<file path="src/rtl/pong_pkg.sv">
// Shared Pong definitions: game-state encoding, the two-digit BCD type and
// the BCD conversion/increment helpers used by the score logic.
package pong_pkg;

  typedef enum logic [1:0] {
    ST_IDLE  = 2'b00,
    ST_SERVE = 2'b01,
    ST_PLAY  = 2'b10,
    ST_OVER  = 2'b11
  } state_t;

  // Tens digit in [7:4], units digit in [3:0].
  typedef logic [7:0] bcd2_t;

  // Binary 0..99 to packed BCD; evaluated at elaboration for the win threshold.
  function automatic bcd2_t to_bcd(input int unsigned v);
    return {4'(v / 10), 4'(v % 10)};
  endfunction

  // Saturating two-digit BCD increment; a BCD input always yields a BCD result.
  function automatic bcd2_t bcd_inc(input bcd2_t v);
    if (v == 8'h99)
      return v;
    else if (v[3:0] == 4'd9)
      return {v[7:4] + 4'd1, 4'd0};
    else
      return {v[7:4], v[3:0] + 4'd1};
  endfunction

endpackage

</file>
<file path="src/rtl/bcd_counter2.sv">
// Two-digit BCD score register: synchronous clear wins over increment,
// and the count saturates at 99.
module bcd_counter2
  import pong_pkg::*;
(
  input  logic  clk,
  input  logic  reset,
  input  logic  i_clr,
  input  logic  i_inc,
  output bcd2_t o_q
);

  bcd2_t r_q;

  // NOTE: registers are written with <= so every flop samples pre-edge values.
  always_ff @(posedge clk or posedge reset) begin
    if (reset)
      r_q <= '0;
    else if (i_clr)
      r_q <= '0;
    else if (i_inc)
      r_q <= bcd_inc(r_q);
  end

  assign o_q = r_q;

endmodule

</file>
<file path="src/rtl/score_ctrl.sv">
// Pong game sequencer: owns both BCD scores, times the serve delay,
// detects the winner and blinks the winner's digits on the display.
module score_ctrl
  import pong_pkg::*;
#(
  parameter int unsigned WIN_SCORE   = 11,
  parameter int unsigned SERVE_DELAY = 25_000_000,
  parameter int unsigned BLINK_BIT   = 23
) (
  input  logic       clk,
  input  logic       reset,
  input  logic       start,
  input  logic       point_0,
  input  logic       point_1,
  output logic [7:0] score_0,
  output logic [7:0] score_1,
  output logic       blank_0,
  output logic       blank_1,
  output logic       serve,
  output logic       serve_dir,
  output logic [1:0] state,
  output logic       winner
);

  localparam int unsigned CNT_W   = (SERVE_DELAY > 1) ? $clog2(SERVE_DELAY) : 1;
  localparam int unsigned BLINK_W = BLINK_BIT + 1;
  localparam logic [CNT_W-1:0] CNT_LOAD = CNT_W'(SERVE_DELAY - 1);
  localparam bcd2_t WIN_BCD = to_bcd(WIN_SCORE);

  state_t             r_state, w_state_next;
  logic [CNT_W-1:0]   r_cnt, w_cnt_next;
  logic [BLINK_W-1:0] r_blink, w_blink_next;
  logic               r_serve, w_serve_next;
  logic               r_serve_dir, w_serve_dir_next;
  logic               r_winner, w_winner_next;
  logic               r_blank_0, r_blank_1;
  logic               w_clr, w_inc_0, w_inc_1;
  bcd2_t              w_score_0, w_score_1;

  bcd_counter2 u_score_0 (
    .clk   (clk),
    .reset (reset),
    .i_clr (w_clr),
    .i_inc (w_inc_0),
    .o_q   (w_score_0)
  );

  bcd_counter2 u_score_1 (
    .clk   (clk),
    .reset (reset),
    .i_clr (w_clr),
    .i_inc (w_inc_1),
    .o_q   (w_score_1)
  );

  // NOTE: every signal gets a default first so no path leaves one unassigned (no latches).
  always_comb begin
    w_state_next     = r_state;
    w_cnt_next       = r_cnt;
    w_serve_dir_next = r_serve_dir;
    w_winner_next    = r_winner;
    w_clr            = 1'b0;
    w_inc_0          = 1'b0;
    w_inc_1          = 1'b0;

    case (r_state)
      ST_IDLE, ST_OVER: begin
        if (start) begin
          w_clr            = 1'b1;
          w_serve_dir_next = 1'b0;
          w_cnt_next       = CNT_LOAD;
          w_state_next     = ST_SERVE;
        end
      end
      ST_SERVE: begin
        if (r_cnt == '0)
          w_state_next = ST_PLAY;
        else
          w_cnt_next = r_cnt - CNT_W'(1);
      end
      ST_PLAY: begin
        // Rally winner scores; the next serve heads toward the rally loser.
        case ({point_1, point_0})
          2'b01: begin
            w_inc_0 = 1'b1;
            if (bcd_inc(w_score_0) == WIN_BCD) begin
              w_winner_next = 1'b0;
              w_state_next  = ST_OVER;
            end else begin
              w_serve_dir_next = 1'b1;
              w_cnt_next       = CNT_LOAD;
              w_state_next     = ST_SERVE;
            end
          end
          2'b10: begin
            w_inc_1 = 1'b1;
            if (bcd_inc(w_score_1) == WIN_BCD) begin
              w_winner_next = 1'b1;
              w_state_next  = ST_OVER;
            end else begin
              w_serve_dir_next = 1'b0;
              w_cnt_next       = CNT_LOAD;
              w_state_next     = ST_SERVE;
            end
          end
          2'b11: begin
            w_cnt_next   = CNT_LOAD;
            w_state_next = ST_SERVE;
          end
          default: ;
        endcase
      end
      default: ;
    endcase
  end

  // Serve fires on the edge where the countdown reaches zero while still in SERVE.
  assign w_serve_next = (w_state_next == ST_SERVE) && (w_cnt_next == '0);
  assign w_blink_next = (r_state == ST_OVER && w_state_next == ST_OVER)
                        ? r_blink + BLINK_W'(1) : '0;

  always_ff @(posedge clk or posedge reset) begin
    if (reset) begin
      r_state     <= ST_IDLE;
      r_cnt       <= '0;
      r_blink     <= '0;
      r_serve     <= 1'b0;
      r_serve_dir <= 1'b0;
      r_winner    <= 1'b0;
      r_blank_0   <= 1'b0;
      r_blank_1   <= 1'b0;
    end else begin
      r_state     <= w_state_next;
      r_cnt       <= w_cnt_next;
      r_blink     <= w_blink_next;
      r_serve     <= w_serve_next;
      r_serve_dir <= w_serve_dir_next;
      r_winner    <= w_winner_next;
      r_blank_0   <= (w_state_next == ST_OVER) && !w_winner_next && w_blink_next[BLINK_BIT];
      r_blank_1   <= (w_state_next == ST_OVER) &&  w_winner_next && w_blink_next[BLINK_BIT];
    end
  end

  assign score_0   = w_score_0;
  assign score_1   = w_score_1;
  assign blank_0   = r_blank_0;
  assign blank_1   = r_blank_1;
  assign serve     = r_serve;
  assign serve_dir = r_serve_dir;
  assign state     = r_state;
  assign winner    = r_winner;

endmodule

</file>
<file path="config.mk">
export PLATFORM = sky130hd
export DESIGN_NAME = score_ctrl
export DESIGN_NICKNAME = d
export VERILOG_FILES = /design/src/rtl/pong_pkg.sv /design/src/rtl/bcd_counter2.sv /design/src/rtl/score_ctrl.sv
export SDC_FILE = /design/constraint.sdc
export NUM_CORES = 1
export LEC_CHECK = 0
export CAP_MARGIN = 20
export CORE_MARGIN = 3
export CORE_UTILIZATION = 61
export CTS_CLUSTER_DIAMETER = 100
export CTS_CLUSTER_SIZE = 24
export DETAILED_ROUTE_END_ITERATION = 12
export PLACE_DENSITY = 0.82
export SYNTH_ARGS = -nofsm -noshare
export SYNTH_HDL_FRONTEND = slang
export SYNTH_HIERARCHICAL = 1
export SYNTH_SLANG_ARGS = --single-unit
</file>
<file path="constraint.sdc">
create_clock -name clk -period 6.2 [get_ports clk]
set_input_delay 0.62 -clock clk [delete_from_list [all_inputs] [get_ports clk]]
set_output_delay 0.62 -clock clk [all_outputs]
set_load 0.05 [all_outputs]
</file>
== After elaboration in Yosys (flattened, before gate mapping) ==
Index checks and enable logic that the tools add are counted.

* $add $sub $neg: 6
* Eq/ne operators: 18
* Muxes and demuxes: 40
* Reductions and logical operators: 15

{| class="wikitable"
|+ Operators by type and width
! operator !! count
|-
| one-hot mux 25 bit (3 select lines) || 2
|-
| 2-to-1 mux 25 bit || 4
|-
| 2-to-1 mux 8 bit || 12
|-
| logical NOT 25 bit || 2
|-
| subtractor 25 x 1 -> 25 bit, second input constant || 1
|-
| adder 24 x 1 -> 24 bit, second input constant || 1
|-
| 2-to-1 mux 24 bit || 1
|-
| adder 4 x 1 -> 4 bit, second input constant || 4
|-
| equality test 8 x 5 -> 1 bit, second input constant || 2
|-
| equality test 8 bit, second input constant || 2
|-
| 2-to-1 mux 1 bit || 12
|-
| one-hot mux 2 bit (3 select lines) || 2
|-
| equality test 2 bit, second input constant || 5
|-
| equality test 4 bit, second input constant || 2
|-
| 2-to-1 mux 2 bit || 4
|-
| equality test 2 x 1 -> 1 bit, second input constant || 3
|-
| logical AND 1 bit || 6
|-
| != test 3 bit, second input constant || 2
|-
| one-hot mux 1 bit (2 select lines) || 3
|-
| nonzero test 2 bit || 3
|-
| AND reduction 5 bit || 1
|-
| != test 3 x 2 -> 1 bit, second input constant || 1
|-
| logical NOT 2 bit || 1
|-
| != test 2 bit, second input constant || 1
|-
| 2 further kinds || 2
|}

* Register bits after elaboration: 72
* Bits of input ports: 5
* Output and inout bits: 23
* Word-level logic and storage cells: 89

== Longest topological paths before layout ==
* Depth after elaboration: 13
* Depth in mapped cells: 12
* Depth with buffers taken out: 10

== Cells and area by module ==
The synthesis kept the hierarchy.

{| class="wikitable"
|+ By module, submodules not included
! module !! instances !! cells each !! area each (µm²) !! seq. area each (µm²)
|-
| score_ctrl || 1 || 427 || 3656.0 || 1401.3
|-
| bcd_counter2 (u_score_0) || 1 || 50 || 490.5 || 200.2
|-
| bcd_counter2 (u_score_1) || 1 || 51 || 489.2 || 200.2
|}

== Worst setup path after synthesis ==
No wires, ideal clock.

* Kind: reg2reg
* Start: register u_score_1.r_q[3] (netlist: u_score_1/o_q[3])
* End: register r_serve (netlist: serve)
* Setup time: 0.096 ns
* Arrival time: 3.060 ns
* Data required time: 6.104 ns
* Slack: 3.044 ns
* Cell stages (with the launch flop): 9
* Path buffers: 0
* Clock period less this slack: 3.156 ns
* Cell sequence: dfrtp_1 -> or4b_2 -> o21ai_1 -> a31o_2 -> a31oi_1 -> o21a_1 -> o22a_1 -> or4_1 -> nor4_2

* Longest elaborated chain between the ends: 11
* Elaborated cells between the ends (all ways): 17
* Classes of those cells: add/sub (1); eq/ne (4); mux (10); reduce/logical (2)

{| class="wikitable"
|+ RTL lines
! what !! RTL line !! text
|-
| from (decl) || bcd_counter2.sv:13 || <nowiki>bcd2_t r_q;</nowiki>
|-
| from (signal assigned) || bcd_counter2.sv:22 || <nowiki>r_q <= bcd_inc(r_q);</nowiki>
|-
| adder 4 x 1 -> 4 bit or equality test 4 bit (tied branches) || pong_pkg.sv:27, pong_pkg.sv:24 ||
|-
| 2-to-1 mux 8 bit || pong_pkg.sv:24 || <nowiki>else if (v[3:0] == 4'd9)</nowiki>
|-
| 2-to-1 mux 8 bit (*) || pong_pkg.sv:22 || <nowiki>if (v == 8'h99)</nowiki>
|-
| 2-to-1 mux 8 bit (*) || score_ctrl.sv:83 || <nowiki>case ({point_1, point_0})</nowiki>
|-
| 2-to-1 mux 8 bit (*) || score_ctrl.sv:66 || <nowiki>case (r_state)</nowiki>
|-
| equality test 8 x 5 -> 1 bit (*) || score_ctrl.sv:97 || <nowiki>if (bcd_inc(w_score_1) == WIN_BCD) begin</nowiki>
|-
| 2-to-1 mux 25 bit (*) || score_ctrl.sv:97 ||
|-
| one-hot mux 25 bit (3 select lines) (*) || score_ctrl.sv:83 ||
|-
| one-hot mux 25 bit (3 select lines) (*) || score_ctrl.sv:66 ||
|-
| net w_cnt_next[12] || score_ctrl.sv:31 || <nowiki>logic [CNT_W-1:0] r_cnt, w_cnt_next;</nowiki>
|-
| logical NOT 25 bit (*) || score_ctrl.sv:118 || <nowiki>assign w_serve_next = (w_state_next == ST_SERVE) && (w_cnt_next == '0);</nowiki>
|-
| logical AND 1 bit (*) || score_ctrl.sv:118 ||
|-
| net w_serve_next || score_ctrl.sv:33 || <nowiki>logic r_serve, w_serve_next;</nowiki>
|-
| to (signal assigned) || score_ctrl.sv:136 || <nowiki>r_serve <= w_serve_next;</nowiki>
|-
| to (decl) || score_ctrl.sv:33 ||
|}

Mark *: on every way through the listed nets, which the timed path passes. The rest lies on a longest branch. The select of a mux whose other input is x is not followed.
A chain may end at the register's enable or synchronous reset.

== Worst setup path in the final report ==
* Start: register r_state[1] (netlist: state[1])
* End: register r_blank_1 (netlist: blank_1)

* Longest elaborated chain between the ends: 7
* Elaborated cells between the ends (all ways): 15
* Classes of those cells: eq/ne (4); mux (6); reduce/logical (5)

{| class="wikitable"
|+ RTL lines
! what !! RTL line !! text
|-
| from (decl) || score_ctrl.sv:30 || <nowiki>state_t r_state, w_state_next;</nowiki>
|-
| from (signal assigned) || score_ctrl.sv:133 || <nowiki>r_state <= w_state_next;</nowiki>
|-
| equality test 2 bit or logical NOT 2 bit (tied branches) || score_ctrl.sv:66 ||
|-
| OR reduction 2 bit || score_ctrl.sv:66 ||
|-
| one-hot mux 2 bit (3 select lines) (*) || score_ctrl.sv:66 ||
|-
| net w_state_next[1] || score_ctrl.sv:30 ||
|-
| equality test 2 bit (*) || score_ctrl.sv:119, score_ctrl.sv:140 ||
|-
| logical AND 1 bit || score_ctrl.sv:119 || <nowiki>assign w_blink_next = (r_state == ST_OVER && w_state_next == ST_OVER)</nowiki>
|-
| 2-to-1 mux 24 bit || score_ctrl.sv:120 || <nowiki>? r_blink + BLINK_W'(1) : '0;</nowiki>
|-
| logical AND 1 bit (*) || score_ctrl.sv:140 || <nowiki>r_blank_1 <= (w_state_next == ST_OVER) && w_winner_next && w_blink_next[BLINK_BIT];</nowiki>
|-
| to (signal assigned) || score_ctrl.sv:140 ||
|-
| to (decl) || score_ctrl.sv:36 || <nowiki>logic r_blank_0, r_blank_1;</nowiki>
|}

Mark *: on every way through the listed nets, which the timed path passes. The rest lies on a longest branch.

==> metrics <==
clock skew=0.0155 ns; Place WS=2.39 ns; share of layout cells above drive strength 1=7.79%; Max Cap Viol=0; placed cell count=635; synth unique cells=69; Core Area=7330 sq um; RR Endpoint=blank_1$_DFF_PP0_; Port Buffer Count=27; post-route ant nets=0; post-synth top area cell=dfrtp_1; CP max FO=26; Hold EP=r_blink[0]$_DFF_PP0_; post-CTS setup buffer count=0; slew of the pin with the lowest slew margin=1.14 ns; synthesis-to-layout area growth=10.7%; 1st-iter DRT viols=543; most used cell, CP=inv_1; dpl hpwl=8.26 mm; drt wl/cell=18.4 um; post-synthesis sequential area ratio=38.9%; Avg Cell Area, Syn=8.78 sq um; Skew-Pair Late Insertion Delay=0.36 ns; Pwr Density=200 nW/um^2; Hold Path Depth=1; Vias/cell=6.69; Worst setup EP type=register; Vias=4358; CTS tree=done; Syn. warnings=6; Max Slew Vio Count=0; final worst slack=2.38 ns; wire length of the first global-routing pass=19.8 mm; CTS resizes=0; cell breakdown of the critical path=inv_1 -> ha_1 -> inv_1 -> nor2_1 -> a21oi_1 -> nand2_1 -> nand3_1 -> nor4_1; R2R depth=8; CTS max path bufs=2; post-synthesis compound-gate area fraction=18.5%; Yosys top cell area share=38.9%; first drt pass iteration count=6; simple-gate share of the synthesized area=28.6%; R2R setup slack=2.38 ns; Die ar.=8680 sq um; CTS Hold Bufs=0; initial antenna violation count=0; unrepaired setup endpoints after global routing=no; Post-synth EDFFs=0; Req. time, crit path=6.45 ns; Post-Layout Cell Count=651; CTS root buffer=clkbuf_8; crit path DAT=4.07 ns; fillers=552; asr flop ratio synth=100%; syn nets=551; multiplexer share of the synthesized area=0.675%; largest net degree at the start of global routing=57; Finish-stage setup viols=0; I/O Pins=28; HP Class=register to register; RePlAce Congestion=0.938; total detailed-routing wirelength=12.0 mm; GRT Total Usage=28.8%; CP delay by family, top=simple AND/OR/NAND/NOR gates; Synth area leaders=dfrtp_1, ha_1, nor2_1; number of diodes=0; reg2reg start=state[1]$_DFF_PP0_; final period utilization=61.6%; vias in the first global route=4035; worst path bufs/invs=2; largest family of logic cells by synthesized area=simple AND/OR/NAND/NOR gates; Setup TNS Final=0 ns; CP peak stage delay=0.74 ns; total CTS buffers=9; chip width=93.2 um; startpoint types=register; gr ovfl total=0; H-tree levels=3; Synth Area in Adders=4.86%; Top FF cell, synth=dfrtp_1; Mapped Area=4640 sq um; Pleak=2.12 nW; synthesized instance count=528; Power Total=0.00102 W; Crit. Startpoint=state[1]$_DFF_PP0_; Max transition margin=23.2%; Num Clock Sinks=72; maximum vdd ir drop=0.000150 V; f_max=262 MHz; Post-Synth XOR/XNOR Area=4.16%; minimum clock period=3.82 ns; Remaining DRCs=0; Std-Cell Rows=31; Die Ht=93.2 um; clock edge transition at the registers on the reported setup and hold paths=0.09 ns; count of final hold-check violations=0; hold path start=r_blink[0]$_DFF_PP0_; outcome=complete, no violations; Crit-path slowest cell=nor2_1; fin nets=570; Crit Path Category=register to register; initial core utilization=63.2%; Yosys reg bits=72
## state kept, by name (all words and copies together) (netlist names)
| signal | count |
|---|---|
| r_blink | 24 |
| state | 2 |
| serve | 1 |
| serve_dir | 1 |
| r_cnt | 25 |
| blank_1 | 1 |
| u_score_0/o_q | 8 |
| winner | 1 |
| u_score_1/o_q | 8 |
| blank_0 | 1 |
## kinds of logic after synthesis
logic type / Yosys count
adder cells (fa/ha/maj): 18
buffers and inverters: 51
flip-flops: 72
multiplexers: 3
AO/OA/AOI/OAI: 126
XOR/XNOR: 22
AND/OR/NAND/NOR: 236
## report_power, final
part / internal (W) / switching [W] / total (W)
combinational: 0.0000472 / 0.0000818 / 0.000129
clock: 0.000152 / 0.000207 / 0.000359
sequential: 0.000494 / 0.0000434 / 0.000537
## cells in the mapped netlist (all sizes together), types with 5 or more instances
master / instances
nand2: 35
nand4: 6
nor3: 18
dfrtp: 72
xnor2: 5
a31oi: 8
o31ai: 12
ha: 18
o31a: 5
or2: 5
clkbuf: 16
nand2b: 10
nor2: 53
o211ai: 5
nand3: 31
nor2b: 7
or3: 13
and3: 6
xor2: 17
a21oi: 31
o21ai: 24
nor4: 15
inv: 31
or4: 16
## per-layer routing
| layer | wire [um] | part of all wire, % | global-route usage [%] | vias to the layer above |
|---|---|---|---|---|
| li1 | - | - | - | 1988 |
| met2 | 5350 | 45 | 43.4 | 264 |
| met5 | 0 | 0 | 0 | - |
| met1 | 5210 | 43 | 40.1 | 2055 |
| met3 | 1090 | 9.1 | 7.32 | 51 |
| met4 | 340 | 2.8 | 10.6 | 0 |
## cell type report
class	instances	area, sq um	share of cell area [%]
multi-input cells	405	2630	51.3
inverters	31	116	2.27
repair buffers	28	278	5.41
clock buffers	9	124	2.41
flip-flops and latches	72	1800	35.1
clock inverters	7	58.8	1.15
well taps	99	124	2.41
## stage by stage
stage	cell area, sq um	util (%)	hold slack [ns]
CTS	5130	70.0	0.514
global route	5130	70.0	0.557
floorplan	4640	-	0.436
global placement	4950	67.5	0.491
detailed placement	4950	67.5	0.502
finish	5130	70.0	0.511
## placed cells by master (no fill, tap or decap), types with 10 or more instances in the layout
cell type,Yosys,routed
nor3_1,16,16
dfrtp_1,72,72
xor2_1,17,17
nand2b_1,10,10
nor4_1,12,12
a21oi_1,31,31
or4_1,14,14
nor2_1,53,53
inv_1,31,30
o31ai_1,10,10
ha_1,18,18
o21ai_0,22,22
or3_1,13,13
clkdlybuf4s50_1,0,27
nand3_1,31,31
nand2_1,35,35
## how the worst max path moves through the flow
stage,depth (start not counted),to
floorplan,8,serve$_DFF_PP0_
global placement,11,serve$_DFF_PP0_
detailed placement,11,serve$_DFF_PP0_
CTS,8,blank_1$_DFF_PP0_
global route,8,blank_1$_DFF_PP0_
finish,8,blank_1$_DFF_PP0_
Note: power is estimated with default switching activity, not from simulation.
